<file path="src/rtl/core_pkg.sv">
// Shared constants and types for the 16-bit core's issue and operand-fetch path.
package core_pkg;

    localparam int DW   = 16;
    localparam int AW   = 4;
    localparam int OPW  = 4;
    localparam int NREG = 2 ** AW;

    // ALU opcodes carried from decode through to execute, untouched by this stage.
    typedef enum logic [OPW-1:0] {
        ALU_ADD   = 4'h0,
        ALU_SUB   = 4'h1,
        ALU_AND   = 4'h2,
        ALU_OR    = 4'h3,
        ALU_XOR   = 4'h4,
        ALU_NOT   = 4'h5,
        ALU_SHL   = 4'h6,
        ALU_SHR   = 4'h7,
        ALU_SRA   = 4'h8,
        ALU_ROL   = 4'h9,
        ALU_ROR   = 4'hA,
        ALU_PASSA = 4'hB,
        ALU_PASSB = 4'hC,
        ALU_SLT   = 4'hD,
        ALU_SLTU  = 4'hE,
        ALU_NOP   = 4'hF
    } alu_op_e;

    // One issued instruction as held in the output pipeline register.
    typedef struct packed {
        logic [DW-1:0] a;
        logic [DW-1:0] b;
        logic [AW-1:0] rd;
        logic          we;
        alu_op_e       op;
    } issue_t;

endpackage

</file>
<file path="src/rtl/operand_fetch_if.sv">
// Decode, register-file, write-back and execute signals seen by operand fetch.
interface operand_fetch_if;
    import core_pkg::*;

    logic          id_valid;
    logic          id_ready;
    logic [AW-1:0] id_ra;
    logic [AW-1:0] id_rb;
    logic [AW-1:0] id_rd;
    logic          id_we;
    logic          id_use_imm;
    logic [DW-1:0] id_imm;
    alu_op_e       id_op;

    logic [AW-1:0] rf_raddra;
    logic [AW-1:0] rf_raddrb;
    logic [DW-1:0] rf_douta;
    logic [DW-1:0] rf_doutb;

    logic          wb_we;
    logic [AW-1:0] wb_waddr;
    logic [DW-1:0] wb_din;

    logic          flush;

    logic          ex_valid;
    logic          ex_ready;
    logic [DW-1:0] ex_a;
    logic [DW-1:0] ex_b;
    logic [AW-1:0] ex_rd;
    logic          ex_we;
    alu_op_e       ex_op;

    // Surrounding core: decode, register file, write-back and execute.
    modport master (
        output id_valid, id_ra, id_rb, id_rd, id_we, id_use_imm, id_imm, id_op,
        output rf_douta, rf_doutb,
        output wb_we, wb_waddr, wb_din,
        output flush, ex_ready,
        input  id_ready, rf_raddra, rf_raddrb,
        input  ex_valid, ex_a, ex_b, ex_rd, ex_we, ex_op
    );

    // The operand-fetch stage itself.
    modport slave (
        input  id_valid, id_ra, id_rb, id_rd, id_we, id_use_imm, id_imm, id_op,
        input  rf_douta, rf_doutb,
        input  wb_we, wb_waddr, wb_din,
        input  flush, ex_ready,
        output id_ready, rf_raddra, rf_raddrb,
        output ex_valid, ex_a, ex_b, ex_rd, ex_we, ex_op
    );

endinterface

</file>
<file path="src/rtl/operand_fetch_scoreboard.sv">
// Per-register busy tracking: one bit per register with a write still in flight.
module operand_fetch_scoreboard
    import core_pkg::*;
(
    input  logic            clk,
    input  logic            rst_n,
    input  logic            setEn_i,
    input  logic [AW-1:0]   setIdx_i,
    input  logic            clrEn_i,
    input  logic [AW-1:0]   clrIdx_i,
    input  logic            killEn_i,
    input  logic [AW-1:0]   killIdx_i,
    input  logic [AW-1:0]   ra_i,
    input  logic [AW-1:0]   rb_i,
    input  logic [AW-1:0]   rd_i,
    input  logic            useImm_i,
    input  logic            we_i,
    output logic [NREG-1:0] busyEff_o,
    output logic            hazard_o
);

    logic [NREG-1:0] busy_q;
    logic [NREG-1:0] busy_d;
    logic [NREG-1:0] clrVec;
    logic [NREG-1:0] setVec;
    logic [NREG-1:0] killVec;

    // Decode set/clear/kill strobes into one-hot vectors over the register file.
    always_comb begin
        clrVec  = '0;
        setVec  = '0;
        killVec = '0;
        if (clrEn_i)  clrVec[clrIdx_i]   = 1'b1;
        if (setEn_i)  setVec[setIdx_i]   = 1'b1;
        if (killEn_i) killVec[killIdx_i] = 1'b1;
    end

    // A write-back landing this cycle resolves its hazard immediately; a new set wins over any clear.
    always_comb begin
        busyEff_o = busy_q & ~clrVec;
        hazard_o  = busyEff_o[ra_i]
                  || (!useImm_i && busyEff_o[rb_i])
                  || (we_i && busyEff_o[rd_i]);
        busy_d    = (busy_q & ~clrVec & ~killVec) | setVec;
    end

    // Busy vector register.
    always_ff @(posedge clk or negedge rst_n) begin
        if (!rst_n) begin
            busy_q <= '0;
        end else begin
            busy_q <= busy_d;
        end
    end

endmodule

</file>
<file path="src/rtl/operand_fetch.sv">
// Operand-fetch stage: reads both sources, bypasses write-back, stalls on busy registers.
module operand_fetch
    import core_pkg::*;
(
    input  logic           clk,
    input  logic           rst_n,
    operand_fetch_if.slave bus
);

    logic            canAdvance;
    logic            hazard;
    logic            accept;
    logic            killEn;
    logic            wbHitA;
    logic            wbHitB;
    logic [DW-1:0]   opA;
    logic [DW-1:0]   opB;
    logic [NREG-1:0] unusedBusyEff;

    issue_t          exReg_q;
    issue_t          exReg_d;
    logic            exValid_q;
    logic            exValid_d;

    assign bus.rf_raddra = bus.id_ra;
    assign bus.rf_raddrb = bus.id_rb;

    // Handshake: accept only when the output slot frees up, no hazard, and no flush this cycle.
    always_comb begin
        canAdvance   = !exValid_q || bus.ex_ready;
        bus.id_ready = canAdvance && !hazard && !bus.flush;
        accept       = bus.id_valid && bus.id_ready;
        killEn       = bus.flush && exValid_q && exReg_q.we;
    end

    // Operand selection: the register file returns stale data on a same-cycle write, so forward wb_din.
    always_comb begin
        wbHitA = bus.wb_we && (bus.wb_waddr == bus.id_ra);
        wbHitB = bus.wb_we && (bus.wb_waddr == bus.id_rb);
        opA    = wbHitA ? bus.wb_din : bus.rf_douta;
        if (bus.id_use_imm) begin
            opB = bus.id_imm;
        end else begin
            opB = wbHitB ? bus.wb_din : bus.rf_doutb;
        end
    end

    // Output register next state: load on accept, drop valid on consume or flush, otherwise hold.
    always_comb begin
        exReg_d   = exReg_q;
        exValid_d = exValid_q;
        if (accept) begin
            exReg_d.a  = opA;
            exReg_d.b  = opB;
            exReg_d.rd = bus.id_rd;
            exReg_d.we = bus.id_we;
            exReg_d.op = bus.id_op;
            exValid_d  = 1'b1;
        end else if (bus.flush) begin
            exValid_d  = 1'b0;
        end else if (exValid_q && bus.ex_ready) begin
            exValid_d  = 1'b0;
        end
    end

    // Output pipeline register.
    always_ff @(posedge clk or negedge rst_n) begin
        if (!rst_n) begin
            exReg_q   <= '0;
            exValid_q <= 1'b0;
        end else begin
            exReg_q   <= exReg_d;
            exValid_q <= exValid_d;
        end
    end

    assign bus.ex_valid = exValid_q;
    assign bus.ex_a     = exReg_q.a;
    assign bus.ex_b     = exReg_q.b;
    assign bus.ex_rd    = exReg_q.rd;
    assign bus.ex_we    = exReg_q.we;
    assign bus.ex_op    = exReg_q.op;

    operand_fetch_scoreboard u_scoreboard (
        .clk       (clk),
        .rst_n     (rst_n),
        .setEn_i   (accept && bus.id_we),
        .setIdx_i  (bus.id_rd),
        .clrEn_i   (bus.wb_we),
        .clrIdx_i  (bus.wb_waddr),
        .killEn_i  (killEn),
        .killIdx_i (exReg_q.rd),
        .ra_i      (bus.id_ra),
        .rb_i      (bus.id_rb),
        .rd_i      (bus.id_rd),
        .useImm_i  (bus.id_use_imm),
        .we_i      (bus.id_we),
        .busyEff_o (unusedBusyEff),
        .hazard_o  (hazard)
    );

endmodule

</file>
<file path="src/flat_wrapper.sv">
// flat-port wrapper written by rule: the top's interface ports become plain ports
module operand_fetch_flat import core_pkg::*;
  (clk, rst_n, bus_id_valid, bus_id_ra, bus_id_rb, bus_id_rd, bus_id_we, bus_id_use_imm, bus_id_imm, bus_id_op, bus_rf_douta, bus_rf_doutb, bus_wb_we, bus_wb_waddr, bus_wb_din, bus_flush, bus_ex_ready, bus_id_ready, bus_rf_raddra, bus_rf_raddrb, bus_ex_valid, bus_ex_a, bus_ex_b, bus_ex_rd, bus_ex_we, bus_ex_op);
  operand_fetch_if bus_i ();
  input  logic clk;
  input  logic rst_n;
  input wire logic [$bits(bus_i.id_valid)-1:0] bus_id_valid;
  input wire logic [$bits(bus_i.id_ra)-1:0] bus_id_ra;
  input wire logic [$bits(bus_i.id_rb)-1:0] bus_id_rb;
  input wire logic [$bits(bus_i.id_rd)-1:0] bus_id_rd;
  input wire logic [$bits(bus_i.id_we)-1:0] bus_id_we;
  input wire logic [$bits(bus_i.id_use_imm)-1:0] bus_id_use_imm;
  input wire logic [$bits(bus_i.id_imm)-1:0] bus_id_imm;
  input wire logic [$bits(bus_i.id_op)-1:0] bus_id_op;
  input wire logic [$bits(bus_i.rf_douta)-1:0] bus_rf_douta;
  input wire logic [$bits(bus_i.rf_doutb)-1:0] bus_rf_doutb;
  input wire logic [$bits(bus_i.wb_we)-1:0] bus_wb_we;
  input wire logic [$bits(bus_i.wb_waddr)-1:0] bus_wb_waddr;
  input wire logic [$bits(bus_i.wb_din)-1:0] bus_wb_din;
  input wire logic [$bits(bus_i.flush)-1:0] bus_flush;
  input wire logic [$bits(bus_i.ex_ready)-1:0] bus_ex_ready;
  output wire logic [$bits(bus_i.id_ready)-1:0] bus_id_ready;
  output wire logic [$bits(bus_i.rf_raddra)-1:0] bus_rf_raddra;
  output wire logic [$bits(bus_i.rf_raddrb)-1:0] bus_rf_raddrb;
  output wire logic [$bits(bus_i.ex_valid)-1:0] bus_ex_valid;
  output wire logic [$bits(bus_i.ex_a)-1:0] bus_ex_a;
  output wire logic [$bits(bus_i.ex_b)-1:0] bus_ex_b;
  output wire logic [$bits(bus_i.ex_rd)-1:0] bus_ex_rd;
  output wire logic [$bits(bus_i.ex_we)-1:0] bus_ex_we;
  output wire logic [$bits(bus_i.ex_op)-1:0] bus_ex_op;
  assign bus_i.id_valid = bus_id_valid;
  assign bus_i.id_ra = bus_id_ra;
  assign bus_i.id_rb = bus_id_rb;
  assign bus_i.id_rd = bus_id_rd;
  assign bus_i.id_we = bus_id_we;
  assign bus_i.id_use_imm = bus_id_use_imm;
  assign bus_i.id_imm = bus_id_imm;
  assign bus_i.id_op = bus_id_op;
  assign bus_i.rf_douta = bus_rf_douta;
  assign bus_i.rf_doutb = bus_rf_doutb;
  assign bus_i.wb_we = bus_wb_we;
  assign bus_i.wb_waddr = bus_wb_waddr;
  assign bus_i.wb_din = bus_wb_din;
  assign bus_i.flush = bus_flush;
  assign bus_i.ex_ready = bus_ex_ready;
  assign bus_id_ready = bus_i.id_ready;
  assign bus_rf_raddra = bus_i.rf_raddra;
  assign bus_rf_raddrb = bus_i.rf_raddrb;
  assign bus_ex_valid = bus_i.ex_valid;
  assign bus_ex_a = bus_i.ex_a;
  assign bus_ex_b = bus_i.ex_b;
  assign bus_ex_rd = bus_i.ex_rd;
  assign bus_ex_we = bus_i.ex_we;
  assign bus_ex_op = bus_i.ex_op;
  operand_fetch u_core (.clk(clk), .rst_n(rst_n), .bus(bus_i));
endmodule
</file>
<file path="config.mk">
export PLATFORM = sky130hd
export DESIGN_NAME = operand_fetch_flat
export DESIGN_NICKNAME = d
export VERILOG_FILES = /design/src/rtl/core_pkg.sv /design/src/rtl/operand_fetch_if.sv /design/src/rtl/operand_fetch_scoreboard.sv /design/src/rtl/operand_fetch.sv /design/src/flat_wrapper.sv
export SDC_FILE = /design/constraint.sdc
export NUM_CORES = 1
export LEC_CHECK = 0
export CAP_MARGIN = 10
export CORE_MARGIN = 2
export CORE_UTILIZATION = 30
export DETAILED_ROUTE_END_ITERATION = 8
export PLACE_DENSITY_LB_ADDON = 0.05
export SLEW_MARGIN = 20
export SYNTH_ARGS = -nofsm -noshare
export SYNTH_HDL_FRONTEND = slang
export SYNTH_HIERARCHICAL = 1
export SYNTH_SLANG_ARGS = --single-unit
</file>
<file path="constraint.sdc">
create_clock -name clk -period 2.51 [get_ports clk]
set_input_delay 0.3765 -clock clk [delete_from_list [all_inputs] [get_ports clk]]
set_output_delay 0.3765 -clock clk [all_outputs]
set_load 0.01 [all_outputs]
</file>
* Yosys cells after proc, flatten, opt, wreduce, memory -nomap -nowiden
Index checks and enable logic that the tools add are counted.
** Word-level totals
- Logic and storage cells :: 65
- Output and inout bits :: 51
- Bits of input ports :: 92
- Flip-flop bits (word level) :: 58
** Cells by class
- Equal/unequal tests :: 2
- Reduce and logical (&&, ||, !) cells :: 22
- $lt $le $gt $ge :: 8
- Mux-type cells :: 21
- Bitwise operators :: 5
** Operators with widths (count)
- 2-to-1 mux 16 bit :: 6
- bitwise AND 16 bit :: 2
- NOT 16 bit :: 2
- less-than comparator 4 x 5 -> 1 bit, second input constant :: 5
- bitwise OR 16 bit :: 1
- logical AND 1 bit :: 14
- binary-select mux 1 bit (select 4 bit) :: 3
- demux 1 bit (select 4 bit) :: 3
- greater-or-equal comparator 4 x 1 -> 1 bit, second input constant :: 3
- 2-to-1 mux 1 bit :: 9
- equality test 4 bit :: 2
- zero test 1 bit :: 4
- logical OR 1 bit :: 3
- nonzero test 3 bit :: 1

* Depth between registers and ports, before layout
Gate-level depths: netlist (run 1).
- Depth after elaboration :: 19
- Gate-level depth with buffers :: 14
- Mapped depth without buffers :: 11

* Modules after synthesis
Netlist (run 1), hierarchy kept.
** By module, submodules not included
- operand_fetch :: area each 2494.9 um^2, cells an instance 283, seq. area each 1051.0 um^2, instances 1
- operand_fetch_scoreboard :: area each 1366.3 um^2, cells an instance 159, seq. area each 400.4 um^2, instances 1

* Worst setup path before layout (run 1)
No wires, ideal clock.
- Kind :: in2reg
- From :: in bus_wb_waddr[1]
- To :: reg u_core.u_scoreboard.busy_q[0]
- Path slack :: -0.792 ns
- Setup time :: 0.082 ns
- Stages on the path :: 13
- Arrival time :: 3.220 ns
- Required time :: 2.428 ns
- Buffers on the path :: 2
- Path through :: or3b_1 buf_6 o21ai_2 mux4_1 mux2i_1 mux2_2 a2111o_1 nor2_2 and3_1 buf_6 and2_1 or3b_2 o22ai_1
** Between the ends
- Cells in the longest elaborated chain, start to end :: 19
- Elaborated cells between the ends (all ways) :: 26
- Classes of those cells :: 2 x order compare; 10 x mux; 4 x bitwise; 10 x reduce/logical
** RTL lines
- start, declared :: line flat_wrapper.sv:18 : input wire logic [$bits(bus_i.wb_waddr)-1:0] bus_wb_waddr;
- less-than comparator 4 x 5 -> 1 bit (implied by the code) or greater-or-equal comparator 4 x 1 -> 1 bit (tied branches) :: line operand_fetch_scoreboard.sv:33 : if (clrEn_i) clrVec[clrIdx_i] = 1'b1;
- logical AND 1 bit (implied by the code) :: line operand_fetch_scoreboard.sv:33
- 2-to-1 mux 1 bit (implied by the code) :: line operand_fetch_scoreboard.sv:33
- demux 1 bit (select 4 bit) (*) :: line operand_fetch_scoreboard.sv:33
- 2-to-1 mux 16 bit (*) :: line operand_fetch_scoreboard.sv:33
- NOT 16 bit (*) :: line operand_fetch_scoreboard.sv:40 : busyEff_o = busy_q & ~clrVec;
- bitwise AND 16 bit (*) :: line operand_fetch_scoreboard.sv:40
- binary-select mux 1 bit (select 4 bit) :: line operand_fetch_scoreboard.sv:42 : || (!useImm_i && busyEff_o[rb_i])
- (+4 left out)
- via u_core.hazard :: line operand_fetch.sv:11 : logic hazard;
- zero test 1 bit (*) :: line operand_fetch.sv:31 : bus.id_ready = canAdvance && !hazard && !bus.flush;
- logical AND 1 bit (*) (2 in a row) :: line operand_fetch.sv:31
- logical AND 1 bit (*) :: line operand_fetch.sv:32 : accept = bus.id_valid && bus.id_ready;
- logical AND 1 bit (*) :: line operand_fetch.sv:87 : .setEn_i (accept && bus.id_we),
- 2-to-1 mux 16 bit (*) :: line operand_fetch_scoreboard.sv:34 : if (setEn_i) setVec[setIdx_i] = 1'b1;
- bitwise OR 16 bit (*) :: line operand_fetch_scoreboard.sv:44 : busy_d = (busy_q & ~clrVec & ~killVec) | setVec;
- via u_core.u_scoreboard.busy_d[0] :: line operand_fetch_scoreboard.sv:23 : logic [NREG-1:0] busy_d;
- end signal, assigned :: line operand_fetch_scoreboard.sv:52 : busy_q <= busy_d;
- end, declared :: line operand_fetch_scoreboard.sv:22 : logic [NREG-1:0] busy_q;
Mark *: on every way through the listed nets, which the timed path passes. The rest lies on a longest branch. The select of a mux whose other input is x is not followed.
A chain may end at the register's enable or synchronous reset.

* Worst setup path in the final report (run 1)
- From :: in bus_wb_waddr[3]
- To :: reg u_core.u_scoreboard.busy_q[1]
Same word-level chain as after synthesis.

==> results.yml, run 1 <==
outcome:
  status: "finished with violations"
  failing_checks: "setup timing"
final_layout:
  final_nets: 741
  layout-drive-gt1-share_pct: 27.83
  syn2layout_area_growth_pct: 73.62
  antenna_cells_inserted: 0
  finalCoreUtilization_pct: 52.83
clock_network:
  clock_insertion_delay_worst_skew_ns: 0.33
  tritoncts.num_buffers: 9
  tritoncts_clock_tree: "yes"
  clk_root_buffer_cell: "clkbuf_16"
  clock_sinks: 58
  cts-hold-fix-buffers: 0
  cts_max_level: 3
  cts.path.max_buffers: 2
  clk_pin_slew_ns: 0.05
sta:
  finalHoldViolations: 0
  timing.final.setup_violations: 59
  finalMaxSlewViolations: 0
  fmax_mhz: 332.1
  finalCriticalPeriod_ns: 3.011
  fin_setup_tns_ns: -21.59
  period_share_pct: 120.0
  slew-limit-headroom_pct: 56.52
  rsz0062_at_grt: "yes"
  skew_ns: 0.005111
  max_slew.worst_pin.slew_ns: 0.6522
  layout_setup_ws_ns: -0.5014
setup_path:
  critical_path_arrival_ns: 3.26
  r2r_slack_ns: -0.27
  critical-path-max-stage-delay_ns: 0.46
  path_class: "in -> reg"
  cp.buffers_inverters: 2
  worstPathMaxFanout: 5
  critPathTopFamily: "simple AND/OR/NAND/NOR gates"
  cpMostUsedCell: "or3b_4"
  worstSetupEndpointType: "flop"
  cp_slowest_cell: "or3b_4"
  worstSetupStartpointType: "primary input"
  critical_path.cell_chain: "buf_8, or3b_4, o21ai_2, mux4_2, mux2i_1, mux2_4, a2111o_1, nor2_2, buf_4, and3_4, and2_4, or3b_4, o22ai_1"
  cp.required_ns: 2.76
die:
  die_extent_in_x_um: 116.7
  boundaryPins: 143
  initial_util_pct: 30.43
  fp.coreArea_mm2: 0.01252
  die_h_um: 116.7
  dieArea_mm2: 0.01361
  placementRows: 41
grt:
  global_route.usage.total_pct: 22.30
  first_global_vias: 4400
  antenna_found_initial: 0
  grt_start_max_net_pins: 36
  grt_overflow: 0
  grt_pass1_wl_mm: 23.03
pwr:
  static-leakage-power_nw: 2.675
  worst_ir_drop_vdd_mv: 0.2612
  powerDensity_mw_per_mm2: 646.3
drt:
  drt_wl_total_mm: 15.16
  remaining_drc_errors: 0
  routed_wire_length_per_instance_um: 18.35
  post_drt_via_cell_ratio: 5.271
  via_count: 4354
  dr.first_iter.drc_count: 375
  drtPass1Iterations: 5
  route.antenna.remaining_nets: 0
placed_design:
  place.detailed.hpwl_mm: 11.22
  globalplace.congestion: 0.9517
  port-buffer-count: 142
flow_run:
  max_cap_violations: 0
yosys:
  yosys_warnings: 6
  total_nets_after_synthesis: 520
  syn_area_mm2: 0.003809
  synthesis.instances: 428
  synth.avg_cell_area_um2: 8.899
min_path:
  hp-class: "in -> async"
where the power goes:
group,internal [W],switching (W),leakage [nW]
Combinational,0.000854,0.000649,1.78
Sequential,0.00114,0.000167,0.722
Clock,0.00102,0.000444,0.176
stage by stage:
stage          total power, W  area, um^2  cells  setup slack [ns]  hold WS (ns)
2_1_floorplan        0.001868        3832    428           -0.5797       0.08091
3_3_place_gp         0.002701        5862    789            -1.250        0.4381
3_5_place_dp         0.002715        5862    789            -1.296        0.4394
4_1_cts              0.004260        6485    818           -0.4293       0.07681
5_1_grt              0.004491        6613    826           -0.5470        0.1140
6_report             0.004274        6613    826           -0.5014       0.06572
layer usage:
metal | up-vias | global-route usage (%) | wire length, um
li1 | 2023 | - | -
met1 | 2093 | 27.83 | 6256
met2 | 189 | 37.05 | 7317
met3 | 49 | 3.633 | 952
met4 | 0 | 11.92 | 630
met5 | - | 0 | 0
layout by cell type (no fill, tap or decap), drive strengths merged, types with 3 or more instances in the layout:
master / count
o2111ai: 4
a21oi: 19
buf: 111
and2: 4
inv: 7
nor3: 4
nand2b: 23
xnor2: 8
and3: 4
or3b: 3
clkbuf: 11
mux4: 5
nand3: 40
bufinv: 3
or2: 4
nand2: 31
nand3b: 6
mux2i: 21
clkdlybuf4s50: 135
o211ai: 9
o22ai: 15
a31oi: 32
nor2: 30
dfrtp: 58
o21ai: 51
final timing paths:
kind / cells past startpoint / endpoint / start
worst max register to register: 15 / u_core/bus.ex_b[12] / u_core/u_scoreboard/busy_q[15]
min in group clk: 2 / u_core/bus.ex_op[3] / u_core/bus.ex_op[3]
worst min register to register: 2 / u_core/bus.ex_op[3] / u_core/bus.ex_op[3]
worst min-delay path: 1 / u_core/bus.ex_b[3] / rst_n
max in group asynchronous: 2 / u_core/bus.ex_a[5] / rst_n
worst max-delay path: 13 / u_core/u_scoreboard/busy_q[1] / bus_wb_waddr[3]
sequential cells by signal, summed over array words and instances (netlist names):
signal / cells
u_core/bus.ex_valid: 1
u_core/bus.ex_we: 1
u_core/u_scoreboard/busy_q: 16
u_core/bus.ex_rd: 4
u_core/bus.ex_a: 16
u_core/bus.ex_b: 16
u_core/bus.ex_op: 4
repair_timing:
| item | in CTS | in global routing |
|---|---|---|
| setup endpoints to repair | 59 | 59 |
| gates cloned | 0 | 1 |
| buffers inserted | 13 | 7 |
| hold endpoints to repair | 0 | 0 |
| pin swaps | 21 | 7 |
| resized for setup | 72 | 15 |
final cells by class:
cell class	count	area, um^2
Tap cell	172	215.2
Timing Repair Buffer	246	2302
Sequential cell	58	1451
Multi-Input combinational cell	327	2265
Clock buffer	11	252.7
Clock inverter	5	100.1
Fill cell	1180	5904
Inverter	7	26.28
(Power assumes the default switching activity.)
==> inputs of run 2 (changes only) <==
--- a/config.mk
+++ b/config.mk
@@ -9,6 +9,8 @@
 export CORE_MARGIN = 2
 export CORE_UTILIZATION = 30
 export DETAILED_ROUTE_END_ITERATION = 8
+export GPL_ROUTABILITY_DRIVEN = 0
+export MAX_ROUTING_LAYER = met4
 export PLACE_DENSITY_LB_ADDON = 0.05
 export SLEW_MARGIN = 20
 export SYNTH_ARGS = -nofsm -noshare
==> run 2 against run 1 <==
The flow still finishes with violations (setup timing). Clock skew up 0.0029 ns. Clock-buffer cell count up 3. Design area down 1.3%. Global-route usage about the same. Maximum frequency up 3.3%. Core utilization down 0.68 points. Worst hold slack better by 0.0076 ns. Critical path depth down 1. Combinational power about the same.
==> results.yml, run 2 (synthesis results as in run 1) <==
die:
  initial_util_pct: 30.43
  placementRows: 41
  die_extent_in_x_um: 116.7
  dieArea_mm2: 0.01361
  fp.coreArea_mm2: 0.01252
  die_h_um: 116.7
  boundaryPins: 143
final_layout:
  final_nets: 737
  antenna_cells_inserted: 0
  layout_common_cells: "clkdlybuf4s50_1 (135), buf_4 (85), dfrtp_1 (58), nand3_1 (38), a31oi_1 (32)"
  final_cell_area_mm2: 0.006528
  final_common_cell: "clkdlybuf4s50_1"
  layout-drive-gt1-share_pct: 27.43
  syn2layout_area_growth_pct: 71.39
clock_network:
  clock_insertion_delay_worst_skew_ns: 0.32
  tritoncts_clock_tree: "yes"
  clock_sinks: 58
  cts.path.max_buffers: 2
  clk_pin_slew_ns: 0.06
  cts_max_level: 3
  clk_root_buffer_cell: "clkbuf_16"
  tritoncts.num_buffers: 9
  cts-hold-fix-buffers: 0
grt:
  global_route.usage.total_pct: 22.25
  grt_start_max_net_pins: 36
  first_global_vias: 4185
  grt_overflow: 0
  antenna_found_initial: 0
  grt_pass1_wl_mm: 22.43
setup_path:
  critical_path.cell_chain: "buf_8, or3b_4, o21ai_2, mux4_2, mux2i_1, mux2_4, a2111o_1, nor2_2, and3_4, and2_4, or3b_4, o22ai_2"
  worstSetupEndpointType: "flop"
  worstSetupStartpointType: "primary input"
  path_class: "in -> reg"
  worstSetupPathDepth: 12
  cp.required_ns: 2.75
  r2r_slack_ns: -0.18
  critical_path_arrival_ns: 3.15
  reg2reg_depth: 11
  worstReg2RegEnd: "u_core/u_scoreboard/busy_q[0]"
  worstPathMaxFanout: 5
  cpMostUsedCell: "or3b_4"
  cp.buffers_inverters: 1
  timing.rr.start: "u_core/u_scoreboard/busy_q[10]"
  critPathTopFamily: "simple AND/OR/NAND/NOR gates"
  timing.critical_path.to: "u_core/u_scoreboard/busy_q[0]"
  critical-path-max-stage-delay_ns: 0.46
  crit_path_start: "bus_wb_waddr[1]"
  cp_slowest_cell: "or3b_4"
sta:
  layout_setup_ws_ns: -0.4040
  period_share_pct: 116.1
  timing.final.setup_violations: 58
  slew-limit-headroom_pct: 57.21
  finalMaxSlewViolations: 0
  finalHoldViolations: 0
  skew_ns: 0.008030
  final_hold_slack_ns: 0.07329
  max_slew.worst_pin.slew_ns: 0.6418
  finalCriticalPeriod_ns: 2.914
  rsz0062_at_grt: "yes"
  fmax_mhz: 343.2
drt:
  dr.first_iter.drc_count: 363
  post_drt_via_cell_ratio: 5.155
  remaining_drc_errors: 0
  routed_wire_length_per_instance_um: 17.92
  route.antenna.remaining_nets: 0
  drtPass1Iterations: 5
  via_count: 4232
  drt_wl_total_mm: 14.71
flow_run:
  max_cap_violations: 0
outcome:
  failing_checks: "setup timing"
  status: "finished with violations"
pwr:
  worst_ir_drop_vdd_mv: 0.2968
  powerDensity_mw_per_mm2: 630.4
  static-leakage-power_nw: 2.631
placed_design:
  dpl_worst_slack_ns: -1.306
  placed_area_mm2: 0.005862
  place.detailed.hpwl_mm: 11.03
  port-buffer-count: 142
min_path:
  hp-class: "in -> async"
run 2: report_power, final:
part	switching, W	internal [W]	leakage [nW]	total (W)
sequential	0.000163	0.00114	0.722	0.00130
combinational	0.000639	0.000842	1.75	0.00148
clock	0.000433	0.000899	0.161	0.00133
run 2: how the worst min path moves through the flow:
| stage | cells after the start | endpoint | start | slack (ns) |
|---|---|---|---|---|
| 2_1_floorplan | 0 | u_core/bus.ex_a[0] | rst_n | 0.08 |
| 3_3_place_gp | 1 | u_core/bus.ex_b[4] | rst_n | 0.43 |
| 3_5_place_dp | 1 | u_core/bus.ex_b[4] | rst_n | 0.43 |
| 4_1_cts | 1 | u_core/bus.ex_b[4] | rst_n | 0.09 |
| 5_1_grt | 1 | u_core/bus.ex_b[4] | rst_n | 0.11 |
| 6_report | 1 | u_core/bus.ex_b[4] | rst_n | 0.07 |
run 2: layer usage:
metal	vias up	wire [um]	share of wire [%]	GRT usage, %
met3	33	852	5.8	3.529
met4	0	374	2.5	7.922
met1	2020	6133	42	27.25
met2	170	7347	50	37.33
li1	2009	-	-	-
met5	-	0	0	-
run 2: timing repair:
action | CTS | global route
setup buffers | 16 | 3
pin swaps | 23 | 12
endpoints found under the setup margin | 59 | 59
resized for setup | 70 | 17
cloned | 0 | 0
run 2: cell type report:
| type | instances | area [um^2] |
|---|---|---|
| fill | 1203 | 5989 |
| timing repair buffer | 242 | 2257 |
| multi-input combinational | 327 | 2253 |
| sequential | 58 | 1451 |
| clock buffer | 14 | 294.0 |
| tap | 172 | 215.2 |
| clock inverter | 1 | 30.03 |
| inverter | 7 | 26.28 |
run 2: stage by stage:
step | setup TNS (ns) | cells | total power (W) | utilization, %
2_1_floorplan | -18.74 | 428 | 0.001868 | -
3_3_place_gp | -65.15 | 789 | 0.002694 | 46.83
3_5_place_dp | -65.25 | 789 | 0.002706 | 46.83
4_1_cts | -16.02 | 819 | 0.004114 | 51.43
5_1_grt | -21.52 | 821 | 0.004331 | 52.15
6_report | -15.64 | 821 | 0.004115 | 52.15
